==> src/rtl/mode_select_ctrl_if.sv <==
// ============================================================================
// mode_select_ctrl_if : button/game-core/renderer bundle for mode_select_ctrl
// Rev 1.0
// ============================================================================
`default_nettype none

interface mode_select_ctrl_if;
   logic       btn_up;
   logic       btn_down;
   logic       btn_confirm;
   logic       game_over;
   logic       in_menu;
   logic       cursor_sel;
   logic [9:0] cursor_y_ofs;
   logic       cursor_visible;
   logic       mode;
   logic       start_pulse;

   modport master (
      output btn_up, btn_down, btn_confirm, game_over,
      input  in_menu, cursor_sel, cursor_y_ofs, cursor_visible, mode, start_pulse
   );

   modport slave (
      input  btn_up, btn_down, btn_confirm, game_over,
      output in_menu, cursor_sel, cursor_y_ofs, cursor_visible, mode, start_pulse
   );
endinterface

`default_nettype wire

==> src/rtl/mode_select_ctrl.sv <==
// ============================================================================
// mode_select_ctrl : debounced menu cursor, blink and game-mode latch
// Rev 1.0
// ============================================================================
`default_nettype none

module mode_select_ctrl #(
   parameter int DEBOUNCE_CYCLES = 500000,
   parameter int BLINK_CYCLES    = 12500000,
   parameter int SCORE_Y_OFS     = 130,
   parameter int TIME_Y_OFS      = 210
) (
   input  wire logic         clk,
   input  wire logic         rst_n,
   mode_select_ctrl_if.slave bus
);

   localparam int c_DB_W = (DEBOUNCE_CYCLES > 1) ? $clog2(DEBOUNCE_CYCLES) : 1;
   localparam int c_BL_W = (BLINK_CYCLES > 1) ? $clog2(BLINK_CYCLES) : 1;
   localparam logic [c_DB_W-1:0] c_DB_LAST = c_DB_W'(DEBOUNCE_CYCLES - 1);
   localparam logic [c_BL_W-1:0] c_BL_LAST = c_BL_W'(BLINK_CYCLES - 1);
   localparam logic [9:0] c_SCORE_OFS = 10'(SCORE_Y_OFS);
   localparam logic [9:0] c_TIME_OFS  = 10'(TIME_Y_OFS);

   localparam logic [1:0] c_ST_MENU  = 2'd0;
   localparam logic [1:0] c_ST_START = 2'd1;
   localparam logic [1:0] c_ST_PLAY  = 2'd2;

   // bit 0 = up, bit 1 = down, bit 2 = confirm
   logic [2:0] w_raw;
   logic [2:0] w_press;

   assign w_raw = {bus.btn_confirm, bus.btn_down, bus.btn_up};

   generate
      for (genvar i = 0; i < 3; i++) begin : g_btn
         logic              sync1_q;
         logic              sync2_q;
         logic              db_q;
         logic              db_prev_q;
         logic              press_q;
         logic [c_DB_W-1:0] cnt_q;

         always_ff @(posedge clk or negedge rst_n) begin
            if (!rst_n) begin
               sync1_q   <= 1'b0;
               sync2_q   <= 1'b0;
               db_q      <= 1'b0;
               db_prev_q <= 1'b0;
               press_q   <= 1'b0;
               cnt_q     <= '0;
            end else begin
               sync1_q <= w_raw[i];
               sync2_q <= sync1_q;
               if (sync2_q == db_q) begin
                  cnt_q <= '0;
               end else if (cnt_q == c_DB_LAST) begin
                  db_q  <= sync2_q;
                  cnt_q <= '0;
               end else begin
                  cnt_q <= cnt_q + 1'b1;
               end
               db_prev_q <= db_q;
               press_q   <= db_q & ~db_prev_q;
            end
         end

         assign w_press[i] = press_q;
      end
   endgenerate

   logic w_up_p;
   logic w_down_p;
   logic w_conf_p;

   assign w_up_p   = w_press[0];
   assign w_down_p = w_press[1];
   assign w_conf_p = w_press[2];

   logic [1:0]        state_q, state_d;
   logic              cursor_sel_q, cursor_sel_d;
   logic              mode_q, mode_d;
   logic              in_menu_q, in_menu_d;
   logic              start_pulse_q, start_pulse_d;
   logic [9:0]        y_ofs_q, y_ofs_d;
   logic [c_BL_W-1:0] blink_cnt_q, blink_cnt_d;
   logic              blink_phase_q, blink_phase_d;
   logic              w_move;

   always_ff @(posedge clk or negedge rst_n) begin
      if (!rst_n) begin
         state_q <= c_ST_MENU;
      end else begin
         state_q <= state_d;
      end
   end

   always_comb begin
      state_d = state_q;
      case (state_q)
         c_ST_MENU:  if (w_conf_p) state_d = c_ST_START;
         c_ST_START: state_d = c_ST_PLAY;
         c_ST_PLAY:  if (bus.game_over) state_d = c_ST_MENU;
         default:    state_d = c_ST_MENU;
      endcase
   end

   always_comb begin
      cursor_sel_d  = cursor_sel_q;
      mode_d        = mode_q;
      w_move        = 1'b0;
      blink_cnt_d   = '0;
      blink_phase_d = 1'b0;

      // confirm wins over a simultaneous direction press
      if (state_q == c_ST_MENU) begin
         if (w_conf_p) begin
            mode_d = cursor_sel_q;
         end else if (w_up_p ^ w_down_p) begin
            cursor_sel_d = ~cursor_sel_q;
            w_move       = 1'b1;
         end
      end

      in_menu_d     = (state_d == c_ST_MENU);
      start_pulse_d = (state_d == c_ST_START);
      y_ofs_d       = cursor_sel_d ? c_TIME_OFS : c_SCORE_OFS;

      // phase 0 means visible, so the reset value of every blink flop is 0
      if ((state_q == c_ST_MENU) && !w_move) begin
         if (blink_cnt_q == c_BL_LAST) begin
            blink_cnt_d   = '0;
            blink_phase_d = ~blink_phase_q;
         end else begin
            blink_cnt_d   = blink_cnt_q + 1'b1;
            blink_phase_d = blink_phase_q;
         end
      end
   end

   always_ff @(posedge clk or negedge rst_n) begin
      if (!rst_n) begin
         cursor_sel_q  <= 1'b0;
         mode_q        <= 1'b0;
         in_menu_q     <= 1'b1;
         start_pulse_q <= 1'b0;
         y_ofs_q       <= c_SCORE_OFS;
         blink_cnt_q   <= '0;
         blink_phase_q <= 1'b0;
      end else begin
         cursor_sel_q  <= cursor_sel_d;
         mode_q        <= mode_d;
         in_menu_q     <= in_menu_d;
         start_pulse_q <= start_pulse_d;
         y_ofs_q       <= y_ofs_d;
         blink_cnt_q   <= blink_cnt_d;
         blink_phase_q <= blink_phase_d;
      end
   end

   assign bus.in_menu        = in_menu_q;
   assign bus.cursor_sel     = cursor_sel_q;
   assign bus.cursor_y_ofs   = y_ofs_q;
   assign bus.cursor_visible = ~blink_phase_q;
   assign bus.mode           = mode_q;
   assign bus.start_pulse    = start_pulse_q;

endmodule

`default_nettype wire

==> src/flat_wrapper.sv <==
// flat-port wrapper written by rule: the top's interface ports become plain ports
module mode_select_ctrl_flat 
#(
   parameter int DEBOUNCE_CYCLES = 500000,
   parameter int BLINK_CYCLES    = 12500000,
   parameter int SCORE_Y_OFS     = 130,
   parameter int TIME_Y_OFS      = 210
)
  (clk, rst_n, bus_btn_up, bus_btn_down, bus_btn_confirm, bus_game_over, bus_in_menu, bus_cursor_sel, bus_cursor_y_ofs, bus_cursor_visible, bus_mode, bus_start_pulse);
  mode_select_ctrl_if bus_i ();
  input  wire logic clk;
  input  wire logic rst_n;
  input wire logic [$bits(bus_i.btn_up)-1:0] bus_btn_up;
  input wire logic [$bits(bus_i.btn_down)-1:0] bus_btn_down;
  input wire logic [$bits(bus_i.btn_confirm)-1:0] bus_btn_confirm;
  input wire logic [$bits(bus_i.game_over)-1:0] bus_game_over;
  output wire logic [$bits(bus_i.in_menu)-1:0] bus_in_menu;
  output wire logic [$bits(bus_i.cursor_sel)-1:0] bus_cursor_sel;
  output wire logic [$bits(bus_i.cursor_y_ofs)-1:0] bus_cursor_y_ofs;
  output wire logic [$bits(bus_i.cursor_visible)-1:0] bus_cursor_visible;
  output wire logic [$bits(bus_i.mode)-1:0] bus_mode;
  output wire logic [$bits(bus_i.start_pulse)-1:0] bus_start_pulse;
  assign bus_i.btn_up = bus_btn_up;
  assign bus_i.btn_down = bus_btn_down;
  assign bus_i.btn_confirm = bus_btn_confirm;
  assign bus_i.game_over = bus_game_over;
  assign bus_in_menu = bus_i.in_menu;
  assign bus_cursor_sel = bus_i.cursor_sel;
  assign bus_cursor_y_ofs = bus_i.cursor_y_ofs;
  assign bus_cursor_visible = bus_i.cursor_visible;
  assign bus_mode = bus_i.mode;
  assign bus_start_pulse = bus_i.start_pulse;
  mode_select_ctrl #(.DEBOUNCE_CYCLES(DEBOUNCE_CYCLES), .BLINK_CYCLES(BLINK_CYCLES), .SCORE_Y_OFS(SCORE_Y_OFS), .TIME_Y_OFS(TIME_Y_OFS)) u_core (.clk(clk), .rst_n(rst_n), .bus(bus_i));
endmodule
==> config.mk <==
export PLATFORM = sky130hd
export DESIGN_NAME = mode_select_ctrl_flat
export DESIGN_NICKNAME = d
export VERILOG_FILES = /design/src/rtl/mode_select_ctrl_if.sv /design/src/rtl/mode_select_ctrl.sv /design/src/flat_wrapper.sv
export SDC_FILE = /design/constraint.sdc
export NUM_CORES = 1
export LEC_CHECK = 0
export CORE_MARGIN = 1.5
export CORE_UTILIZATION = 35
export CTS_BUF_LIST = sky130_fd_sc_hd__clkbuf_16
export CTS_CLUSTER_DIAMETER = 50
export DETAILED_ROUTE_END_ITERATION = 12
export HOLD_SLACK_MARGIN = 0.15
export SLEW_MARGIN = 5
export SYNTH_ARGS = -nofsm -noshare
export SYNTH_HDL_FRONTEND = slang
export SYNTH_SLANG_ARGS = --single-unit
==> constraint.sdc <==
create_clock -name clk -period 2.6 [get_ports clk]
set_input_delay 0.52 -clock clk [delete_from_list [all_inputs] [get_ports clk]]
set_output_delay 0.52 -clock clk [all_outputs]
set_load 0.05 [all_outputs]
Word-level counts from Yosys, hierarchy flattened. Cells that the tools add are included.

Register bits after elaboration: 113. Input bits: 6. Output and inout bits: 15. Logic and storage cells: 81.

Add/sub/neg operators: 4. Equality and inequality tests: 11. Multiplexer cells: 20. Bitwise operators: 12. Reduce and logical (&&, ||, !) cells: 8.

Operators by type and width (number): two-way mux 19 bit (6); adder 19 x 1 -> 19 bit (second input constant) (3); equality test 19 bit (second input constant) (3); two-way mux 24 bit (2); adder 24 x 1 -> 24 bit (second input constant) (1); equality test 24 bit (second input constant) (1); two-way mux 1 bit (8); NOT 1 bit (8); AND reduction 2 bit (4); two-way mux 7 bit (1); case mux 2 bit (3 select lines) (1); equality test 2 x 1 -> 1 bit (second input constant) (2); logical NOT 2 bit (2); two-way mux 2 bit (2); AND 1 bit (3); equality test 1 bit (3); equality test 2 bit (second input constant) (1); inequality test 2 bit (second input constant) (1); logical AND 1 bit (1); logical NOT 1 bit (1); XOR 1 bit (1).

Longest topological paths before layout. Gate-level depths: netlist (run 1).

Depth after elaboration: 7. Mapped depth: 6. Depth with buffers taken out: 5.

Worst setup path before layout (run 1). No wires, ideal clock.

Path kind: flip-flop to flip-flop. Start: reg u_core.blink_cnt_q[0]. End: reg u_core.blink_cnt_q[18]. Library setup time: 73 ps. Arrival time: 1976 ps. Required time: 2527 ps. Path slack: 551 ps. Cell stages (with the launch flop): 7. Buffers on the path: 1. Period minus slack after synthesis: 2049 ps. Cell sequence: dfrtp_1 > ha_1 > nand4_4 > or4_1 > buf_2 > or4_4 > a21oi_2.

Longest elaborated chain between the ends: 3. Elaborated cells on any way between the ends: 4. Classes of those cells: add/sub: 1; eq/ne: 1; mux: 2.

RTL lines: start, declared (line mode_select_ctrl.sv:86) `logic [c_BL_W-1:0] blink_cnt_q, blink_cnt_d;`; start signal, assigned (line mode_select_ctrl.sv:156) `blink_cnt_q <= blink_cnt_d;`; adder 24 x 1 -> 24 bit / equality test 24 bit (equally long branches) (line mode_select_ctrl.sv:135, mode_select_ctrl.sv:131); two-way mux 24 bit * (line mode_select_ctrl.sv:131) `if (blink_cnt_q == c_BL_LAST) begin`; two-way mux 24 bit * (line mode_select_ctrl.sv:130) `if ((state_q == c_ST_MENU) && !w_move) begin`; net u_core.blink_cnt_d[18] (line mode_select_ctrl.sv:86).

Mark *: on every way through the listed nets, which the timed path passes. The rest lies on a longest branch. A chain may end at the register's enable or synchronous reset.

Worst setup path after layout (run 1). Same ends and word-level chain as after synthesis.

==> metrics.md, run 1 <==
| Metric | Value |
|---|---|
| Die area | `14700 um2` |
| DRT antenna net count | `0` |
| Vias per cell | `~5.0` |
| Worst hold slack | `0.355 ns` |
| Clock transition at path regs | `0.07 ns` |
| Syn Inst Count | `around 490` |
| Reg-to-Reg End | `u_core.blink_cnt_q[18]` |
| Starting DRT DRC Count | `172` |
| Crit. End Element | `register` |
| CP max-delay cell | `or4_1` |
| Clock Skew | `0.00511 ns` |
| Synth unique cells | `46` |
| Num Clock Sinks | `103` |
| Fraction of final layout cells sized beyond drive strength 1 | `0.0765` |
| DR pass1 iterations | `4` |
| Fin crit share | `0.859` |
| Vias after detailed routing | `about 3.5k` |
| Commonest non-fill, non-tap cell in the layout | `dfrtp_1` |
| Worst Hold Launch | `u_core.g_btn[2].sync1_q` |
| Primary FF master, synth | `dfrtp_1` |
| Fill count | `about 1.4k` |
| Port Buffers | `12` |
| Hold crit path type | `reg -> reg` |
| DRC violations left | `0` |
| Synth warn | `0` |
| Number of antenna violations at the first check in global routing | `0` |
| Power Density | `between 500 and 600 nW/um2` |
| P_leak | `2.17 nW` |
| Crit path kind | `reg -> reg` |
| EDFF count, synth | `0` |
| Critical path required time | `2.88 ns` |
| Mapped Avg Cell Area | `10.0 um2` |
| Relative slew slack | `0.668` |
| Area Overhead vs Synth | `12.4%` |
| RD Place Congestion | `0.859` |
| Gr usage total | `0.132` |
| Startpoint types | `register` |
| Fin crit period | `between 2 and 2.5 ns` |
| Post-synthesis sequential area ratio | `0.526` |
| Critical path arrival | `2.52 ns` |
| R2R Path Start | `u_core.blink_cnt_q[0]` |
| Longest Clk Path Bufs | `2` |
| Final hold vios | `0` |
| Most frequent cells in the layout | `102 x dfrtp_1, 72 x nor2_1, 39 x xnor2_1, 29 x nand2_1, 25 x nand3_1` |
| Max Clk Rate | `between 400 and 500 MHz` |
| RSZ-0062 raised after global routing | `no` |
| N_diodes | `0` |
| Hold Path End | `u_core.g_btn[2].sync2_q` |
| Nets | `approximately 500` |
| First-pass GRT wire length | `~16 mm` |
| Die Y | `121 um` |
| Htree depth | `3` |
| Number of synthesized register bits | `103` |
| Clock root buffer | `clkbuf_16` |
| Total negative setup slack | `0 ns` |
| DP HPWL | `6.13 mm` |
| Routed Wire Length | `roughly 9 mm` |
| Post-synth ARST share | `1.00` |
| Post-CTS sizing | `0` |
| Clk Latency, worst-skew pair | `roughly 0.35 ns` |
| Flop-to-flop setup slack | `~0.37 ns` |
| Max FO, Critical Path | `8` |
| MaxCap Viol Count | `0` |
| Die width | `121 um` |
| Initial Utilization | `0.356` |
| Largest net degree at the start of global routing | `47` |
| Slew @ Worst Pin | `0.497 ns` |
| Status | `finished clean` |
| Worst Setup SP | `u_core.blink_cnt_q[0]` |
| Vias in the first global route | `3408` |
| Placement Rows | `43` |
| Total congestion overflow | `0` |
| Routed len/inst | `12.9 um` |
| Hold path depth | `0` |
| Total CTS buffers | `9` |
| CTS tree | `built` |
| CP cell instances | `ha_1, nand4_4, or4_1, or4_4, a21oi_2` |
| Final setup fails | `0` |
| CP peak stage delay | `0.67 ns` |
| Core ar. | `13800 um2` |
| Worst vdd rail ir drop | `0.417 mV` |
| Synth Cell Area | `roughly 4900 um2` |
| I/O pins | `21` |
| Reg2Reg Depth | `5` |
| Fin. max-slew vios | `0` |
==> state kept, by name, indices dropped and copies added (netlist names) <==
| name | cells |
|---|---|
| u_core.bus.start_pulse | 1 |
| u_core.state_q | 2 |
| u_core.g_btn.db_q | 3 |
| u_core.blink_cnt_q | 24 |
| u_core.bus.in_menu | 1 |
| u_core.g_btn.db_prev_q | 3 |
| u_core.g_btn.press_q | 3 |
| u_core.bus.cursor_y_ofs | 1 |
| u_core.g_btn.cnt_q | 57 |
| u_core.g_btn.sync2_q | 3 |
| u_core.g_btn.sync1_q | 3 |
| u_core.bus.mode | 1 |
| u_core.blink_phase_q | 1 |
==> per-stage QoR <==
step / util / cells / setup WS, ns / cell area, um2 / power (mW)
6_report: 0.400 / 690 / 0.367 / 5510 / 3.02
3_3_place_gp: 0.379 / 673 / 0.418 / 5220 / 1.77
5_1_grt: 0.400 / 690 / 0.250 / 5510 / 3.15
2_1_floorplan: - / 494 / 0.551 / 4920 / 1.73
3_5_place_dp: 0.379 / 673 / 0.378 / 5220 / 1.78
4_1_cts: 0.400 / 690 / 0.366 / 5510 / 3.08
==> layer usage <==
metal,GRT usage,part of all wire,vias up
met2,0.221,0.49,30
met5,0,0,-
met4,0.0515,0.016,0
met3,0.0244,0.022,10
li1,-,-,1736
met1,0.169,0.47,1707
==> how the worst max path moves through the flow <==
stage / slack (ns) / end / cells past startpoint
final: 0.37 / u_core.blink_cnt_q[18] / 5
after global routing: 0.25 / u_core.blink_cnt_q[18] / 5
after CTS: 0.37 / u_core.blink_cnt_q[18] / 5
after detailed placement: 0.38 / u_core.blink_cnt_q[18] / 5
after global placement: 0.42 / u_core.blink_cnt_q[18] / 5
after floorplan: 0.55 / u_core.blink_cnt_q[18] / 6
==> critical path: cells and delay by family (launching register included) <==
family | cells | cell delay [ns]
compound gates | 1 | 0.14
fa+ha+maj | 1 | 0.28
flops | 1 | 0.39
simple gates | 3 | 1.36
==> cells by family (layout without fill, tap and decap cells) <==
| family | Yosys count | count (layout) | synth area share |
|---|---|---|---|
| other cells | 2 | 8 | 0.00153 |
| compound gates | 49 | 49 | 0.0590 |
| simple gates | 236 | 236 | 0.257 |
| xor+xnor | 56 | 56 | 0.100 |
| mux | 5 | 5 | 0.0115 |
| flops | 103 | 103 | 0.526 |
| buf+inv | 33 | 49 | 0.0345 |
| fa+ha+maj | 4 | 4 | 0.0102 |
==> Yosys cell counts, drive strengths merged, types with 15 or more instances <==
master / count / area [um2]
nand2: 29 / 109
or3: 15 / 93.8
dfrtp: 102 / 2550
nand4: 24 / 171
a21oi: 23 / 119
xor2: 17 / 149
nor4: 17 / 106
o21ai: 18 / 101
nand3: 25 / 125
xnor2: 39 / 342
nor2: 72 / 270
==> final cells by class <==
cell class              instances  area [um2]  share of cell area
clock inverters                 7        55.1             0.00999
well taps                     180         225              0.0409
inverters                      14        52.6             0.00954
clock buffers                   9         225              0.0409
repair buffers                 19         198              0.0359
flip-flops and latches        103        2580               0.468
multi-input cells             358        2170               0.395
==> where the power goes <==
| group | leakage [nW] | internal (mW) | total, mW | switching [mW] |
|---|---|---|---|---|
| clock | 0.134 | 0.660 | 1.28 | 0.617 |
| sequential | 1.40 | 1.62 | 1.63 | 0.0159 |
| combinational | 0.640 | 0.0266 | 0.110 | 0.0839 |
==> repair_timing <==
item                                   in CTS  in global routing
buffers inserted                            0                  0
hold buffers                                1                  0
endpoints found under the hold margin      25                  0
(Power assumes the default switching activity.)
==> run 2: changes to the inputs <==
--- a/config.mk
+++ b/config.mk
@@ -5,6 +5,7 @@
 export SDC_FILE = /design/constraint.sdc
 export NUM_CORES = 1
 export LEC_CHECK = 0
+export CORE_ASPECT_RATIO = 1.25
 export CORE_MARGIN = 1.5
 export CORE_UTILIZATION = 35
 export CTS_BUF_LIST = sky130_fd_sc_hd__clkbuf_16
==> run 2 against run 1 <==
Effect of this change: register-to-register slack improved by 0.03 ns; sequential cell count unchanged; critical path depth is the same; clock-buffer cell count unchanged; worst hold slack worse by 0.16 ns; final cell count is 0.72% lower; sequential power hardly changed; critical path type unchanged; first-iteration DRC count rose by 0.58%; wire length hardly changed; die area hardly changed; clock skew grew 0.0025 ns; largest cell class unchanged.
==> metrics.md, run 2 (same netlist as run 1, synthesis figures left out) <==
| Metric | Value |
|---|---|
| Crit. End Element | `register` |
| Power Density | `576 nW/um2 (+5.0%)` |
| First-pass GRT wire length | `15.8 mm (+1.1%)` |
| Final hold vios | `0 (unchanged)` |
| Area Overhead vs Synth | `13.0%` |
| Worst Setup SP | `u_core.blink_cnt_q[0]` |
| R2R Path Start | `u_core.blink_cnt_q[0]` |
| Worst hold slack | `0.197 ns (-0.158 ns)` |
| Reg with most FFs | `u_core.g_btn.cnt_q` |
| Hold-fix buffers at CTS | `0 (-1)` |
| Critical path required time | `2.88 ns (about the same)` |
| DRC violations left | `0 (unchanged)` |
| Port Buffers | `12 (unchanged)` |
| Hold crit path type | `in -> async` |
| Fraction of final layout cells sized beyond drive strength 1 | `0.0765 (unchanged)` |
| Slew @ Worst Pin | `0.636 ns (+0.139 ns)` |
| Reg-to-Reg End | `u_core.blink_cnt_q[18]` |
| Final instance count without filler cells | `685 (-0.72%)` |
| Post-Place Setup Slack | `0.403 ns (+0.0247 ns)` |
| Routed Wire Length | `8.89 mm (about the same)` |
| Clock transition at path regs | `0.07 ns (about the same)` |
| Final setup fails | `0 (unchanged)` |
| Vias per cell | `5.19 (+2.9%)` |
| RD Place Congestion | `0.839 (-2.3%)` |
| Largest net degree at the start of global routing | `50 (+6.4%)` |
| Initial Utilization | `0.356 (+0.000518)` |
| Die area | `14700 um2 (about the same)` |
| Clock root buffer | `clkbuf_16` |
| MaxCap Viol Count | `0 (unchanged)` |
| Reg2Reg Depth | `5 (unchanged)` |
| Total CTS buffers | `9 (unchanged)` |
| Longest Clk Path Bufs | `2 (unchanged)` |
| Most frequent cells in the layout | `102 x dfrtp_1, 72 x nor2_1, 39 x xnor2_1, 29 x nand2_1, 25 x nand3_1` |
| DP HPWL | `6.15 mm (+0.38%)` |
| Fin. max-slew vios | `0 (unchanged)` |
| N_diodes | `0 (unchanged)` |
| Worst vdd rail ir drop | `0.387 mV (-7.3%)` |
| Total negative setup slack | `0 ns (unchanged)` |
| DP Area | `5220 um2 (about the same)` |
| Vias in the first global route | `3517 (+3.2%)` |
| Starting DRT DRC Count | `173 (+0.58%)` |
| Commonest non-fill, non-tap cell in the layout | `dfrtp_1` |
| Clk Latency, worst-skew pair | `0.35 ns (about the same)` |
| Number of antenna violations at the first check in global routing | `0 (unchanged)` |
| Startpoint types | `register` |
| DP Cell Count | `669 (-0.59%)` |
| Max Clk Rate | `453 MHz (+1.2%)` |
| Die width | `109 um (-10%)` |
| Die Y | `135 um (+12%)` |
| RSZ-0062 raised after global routing | `no` |
| Flop-to-flop setup slack | `0.39 ns (+0.03 ns)` |
| CTS tree | `built` |
| Vias after detailed routing | `3558 (+2.2%)` |
| Routed len/inst | `13.0 um (+0.76%)` |
| Num Clock Sinks | `103 (unchanged)` |
| Top flop regs | `u_core.g_btn.cnt_q x57, u_core.blink_cnt_q x24` |
| Max FO, Critical Path | `8 (unchanged)` |
| Total congestion overflow | `0 (unchanged)` |
| Crit path kind | `reg -> reg` |
| Post-CTS sizing | `0 (unchanged)` |
| Core ar. | `13800 um2 (-0.15%)` |
| DRT antenna net count | `0 (unchanged)` |
| Setup bufs post-CTS | `0 (unchanged)` |
| Fin crit period | `2.21 ns (-0.0266 ns)` |
| Fill count | `1299 (-5.4%)` |
| I/O pins | `21 (unchanged)` |
| Total power | `3.19 mW (+5.6%)` |
| Critical path arrival | `2.49 ns (-0.03 ns)` |
| Status | `finished clean` |
| Core Util, Final | `0.403 (+0.00277)` |
| Final Cell Area | `5540 um2 (+0.55%)` |
| Htree depth | `3 (unchanged)` |
| Max reg flops | `57 (unchanged)` |
| Gr usage total | `0.135 (+0.00263)` |
| Clock Skew | `0.00759 ns (+0.00247 ns)` |
| DR pass1 iterations | `4 (unchanged)` |
| Fin crit share | `0.849 (-0.0102)` |
| Relative slew slack | `0.576 (-0.0916)` |
| Nets | `515 (unchanged)` |
| P_leak | `2.20 nW (+1.0%)` |
| Setup ws final | `0.393 ns (+0.0266 ns)` |
| Placement Rows | `48 (+12%)` |
-- run 2: per-layer routing --
metal	vias up	wire length [um]	track usage
li1	1730	-	-
met1	1764	4020	0.169
met2	55	4430	0.221
met3	9	287	0.0317
met4	0	150	0.0577
met5	-	0	0
-- run 2: cell type report --
class	count	area [um2]	share of cell area
clock inverters	7	93.8	0.0169
flip-flops and latches	103	2580	0.466
inverters	14	52.6	0.00949
clock buffers	9	225	0.0407
well taps	175	219	0.0395
multi-input cells	358	2170	0.393
repair buffers	19	195	0.0352
-- run 2: how the worst max path moves through the flow --
stage	slack, ns	to	depth (start not counted)
after floorplan	0.55	u_core.blink_cnt_q[18]	6
final	0.39	u_core.blink_cnt_q[18]	5
after CTS	0.39	u_core.g_btn[0].cnt_q[6]	4
after global routing	0.29	u_core.g_btn[0].cnt_q[2]	4
after global placement	0.45	u_core.g_btn[0].cnt_q[8]	4
after detailed placement	0.40	u_core.blink_cnt_q[18]	5
-- run 2: critical path: stages (launching register included) --
cell and delay [ns]:
dfrtp_1 0.39, ha_1 0.27, nand4_4 0.15, or4_1 0.66
or4_4 0.53, a21oi_2 0.14
-- run 2: power breakdown --
| group | switching [mW] | total [mW] | internal (mW) |
|---|---|---|---|
| logic | 0.0844 | 0.111 | 0.0265 |
| registers | 0.0159 | 1.63 | 1.62 |
| clock network | 0.600 | 1.45 | 0.846 |
==> run 3: changes to the inputs <==
==> constraint.sdc (replaced) <==
create_clock -name clk -period 2.1 [get_ports clk]
set_input_delay 0.42 -clock clk [delete_from_list [all_inputs] [get_ports clk]]
set_output_delay 0.42 -clock clk [all_outputs]
set_load 0.05 [all_outputs]
==> run 3 against run 2 <==
Effect of this change: worst hold slack better by 0.16 ns; clock power up 4%; critical path depth shrank 1; die area unchanged; clock skew is essentially flat; cell area rose by 3.2%; utilization increased by 1.3 points; worst setup slack worse by 0.33 ns; first-iteration DRC count is 37% lower.
==> metrics.md, run 3 (same netlist as run 1, synthesis figures left out) <==
| Metric | Value |
|---|---|
| MaxCap Viol Count | `0 (unchanged)` |
| Starting DRT DRC Count | `109 (-37%)` |
| Routed len/inst | `12.9 um (-0.31%)` |
| Reg with most FFs | `u_core.g_btn.cnt_q` |
| Most frequent cells in the layout | `101 x dfrtp_1, 71 x nor2_1, 39 x xnor2_1, 29 x nand2_1, 28 x buf_4` |
| Fill count | `1320 (+1.6%)` |
| Fin crit period | `2.04 ns (-0.168 ns)` |
| DR pass1 iterations | `4 (unchanged)` |
| Fin crit share | `0.971 (+0.122)` |
| Worst vdd rail ir drop | `0.319 mV (-18%)` |
| Longest Clk Path Bufs | `2 (unchanged)` |
| Placement Rows | `48 (unchanged)` |
| Total CTS buffers | `9 (unchanged)` |
| Multi-input gate area | `2200 um2 (+1.0%)` |
| Die area | `14700 um2 (unchanged)` |
| Area Overhead vs Synth | `16.6%` |
| Initial Utilization | `0.356 (unchanged)` |
| P_leak | `2.36 nW (+7.4%)` |
| Routed Wire Length | `9.17 mm (+3.2%)` |
| Vias per cell | `5.07 (-2.3%)` |
| Commonest non-fill, non-tap cell in the layout | `dfrtp_1` |
| FF/Latch Area | `2580 um2 (about the same)` |
| Max Clk Rate | `490 MHz (+8.2%)` |
| Vias in the first global route | `3699 (+5.2%)` |
| Top flop regs | `u_core.g_btn.cnt_q x57, u_core.blink_cnt_q x24` |
| Core ar. | `13800 um2 (unchanged)` |
| Crit. End Element | `register` |
| Total congestion overflow | `0 (unchanged)` |
| Vias after detailed routing | `3597 (+1.1%)` |
| Final setup fails | `0 (unchanged)` |
| Largest net degree at the start of global routing | `47 (-6.0%)` |
| Flop-to-flop setup slack | `0.06 ns (-0.33 ns)` |
| Status | `finished clean` |
| DP Cell Count | `692 (+3.4%)` |
| Crit path kind | `reg -> reg` |
| Power Density | `644 nW/um2 (+12%)` |
| Slew @ Worst Pin | `0.509 ns (-0.127 ns)` |
| Die Y | `135 um (unchanged)` |
| Num Clock Sinks | `103 (unchanged)` |
| Gr usage total | `0.140 (+0.00538)` |
| Hold crit path type | `reg -> reg` |
| I/O pins | `21 (unchanged)` |
| Final hold vios | `0 (unchanged)` |
| Clock transition at path regs | `0.07 ns (about the same)` |
| RSZ-0062 raised after global routing | `yes` |
| N_diodes | `0 (unchanged)` |
| Max reg flops | `57 (unchanged)` |
| CTS tree | `built` |
| Relative slew slack | `0.660 (+0.0834)` |
| Total negative setup slack | `0 ns (unchanged)` |
| Nets | `539 (+4.7%)` |
| Core Util, Final | `0.415 (+0.0127)` |
| Clk Latency, worst-skew pair | `0.34 ns (about the same)` |
| Number of antenna violations at the first check in global routing | `0 (unchanged)` |
| DRT antenna net count | `0 (unchanged)` |
| Critical path required time | `2.32 ns (-0.56 ns)` |
| Max FO, Critical Path | `2 (-6)` |
| Htree depth | `3 (unchanged)` |
| Fin. max-slew vios | `0 (unchanged)` |
| DP HPWL | `6.53 mm (+6.3%)` |
| Setup bufs post-CTS | `0 (unchanged)` |
| RD Place Congestion | `0.847 (+0.94%)` |
| Clock Skew | `0.00766 ns (+0.0000780 ns)` |
| Clock root buffer | `clkbuf_16` |
| Final instance count without filler cells | `709 (+3.5%)` |
| Port Buffers | `12 (unchanged)` |
| Fraction of final layout cells sized beyond drive strength 1 | `0.127 (+0.0509)` |
| Critical path arrival | `2.26 ns (-0.23 ns)` |
| Die width | `109 um (unchanged)` |
| DRC violations left | `0 (unchanged)` |
| Startpoint types | `register` |
| First-pass GRT wire length | `16.4 mm (+3.8%)` |
## run 3: cell count changes in the layout (fill, tap and decap cells not counted), moves of 2 or more
cell / before / now
dlymetal6s2s_1: 0 / 4
or4_1: 13 / 11
clkdlybuf4s50_1: 11 / 7
clkinv_2: 0 / 4
inv_6: 2 / 0
bufinv_16: 2 / 0
buf_4: 6 / 28
or4_4: 1 / 3
## run 3: per-stage QoR
stage | worst slack (ns) | hold WS (ns) | power (mW) | instance area [um2]
after global routing | -0.00338 | 0.369 | 3.85 | 5710
after floorplan | 0.0506 | 0.124 | 2.14 | 4920
after detailed placement | 0.00500 | 0.350 | 2.21 | 5410
final | 0.0611 | 0.360 | 3.68 | 5710
after global placement | 0.0207 | 0.338 | 2.21 | 5410
after CTS | 0.00243 | 0.366 | 3.75 | 5690
## run 3: routing by layer
layer,share of wire,vias to the layer above,track usage
met5,0,-,0
met4,0.027,0,0.0709
met3,0.025,19,0.0279
met2,0.49,53,0.238
met1,0.46,1742,0.167
li1,-,1783,-
## run 3: path summary, 6_finish.rpt
path | start | cells past startpoint | endpoint
setup / recovery | u_core.g_btn[0].cnt_q[9] | 4 | u_core.g_btn[0].db_q
hold / removal | u_core.g_btn[1].sync1_q | 0 | u_core.g_btn[1].sync2_q
setup reg to reg | u_core.g_btn[0].cnt_q[9] | 4 | u_core.g_btn[0].db_q
hold reg to reg | u_core.g_btn[1].sync1_q | 0 | u_core.g_btn[1].sync2_q
max in group asynchronous | rst_n | 3 | u_core.blink_cnt_q[10]
min in group asynchronous | rst_n | 2 | u_core.blink_cnt_q[18]
## run 3: cell type report
type,count,share of cell area
sequential,103,0.451
multi-input combinational,358,0.384
timing repair buffer,43,0.0701
clock buffer,9,0.0394
tap,175,0.0383
inverter,14,0.00920
clock inverter,7,0.00701
## run 3: timing repair
item | 4_1_cts | 5_1_grt
resized for setup | 2 | 8
hold buffers | 1 | 0
hold endpoints to repair | 31 | 0
endpoints found under the setup margin | 2 | 9
pin swaps | 0 | 1
gates cloned | 0 | 0
## run 3: worst max-delay path, cell delays in order (launching register included)
cell     delay, ns
dfrtp_1       0.38
or4_1         0.53
or4_4         0.58
nor2_2        0.10
mux2_2        0.33
## run 3: power breakdown
part,switching [mW],internal (mW),leakage [nW]
combinational,0.106,0.0393,0.825
clock,0.717,0.793,0.132
sequential,0.0196,2.00,1.40
total,0.844,2.84,2.36
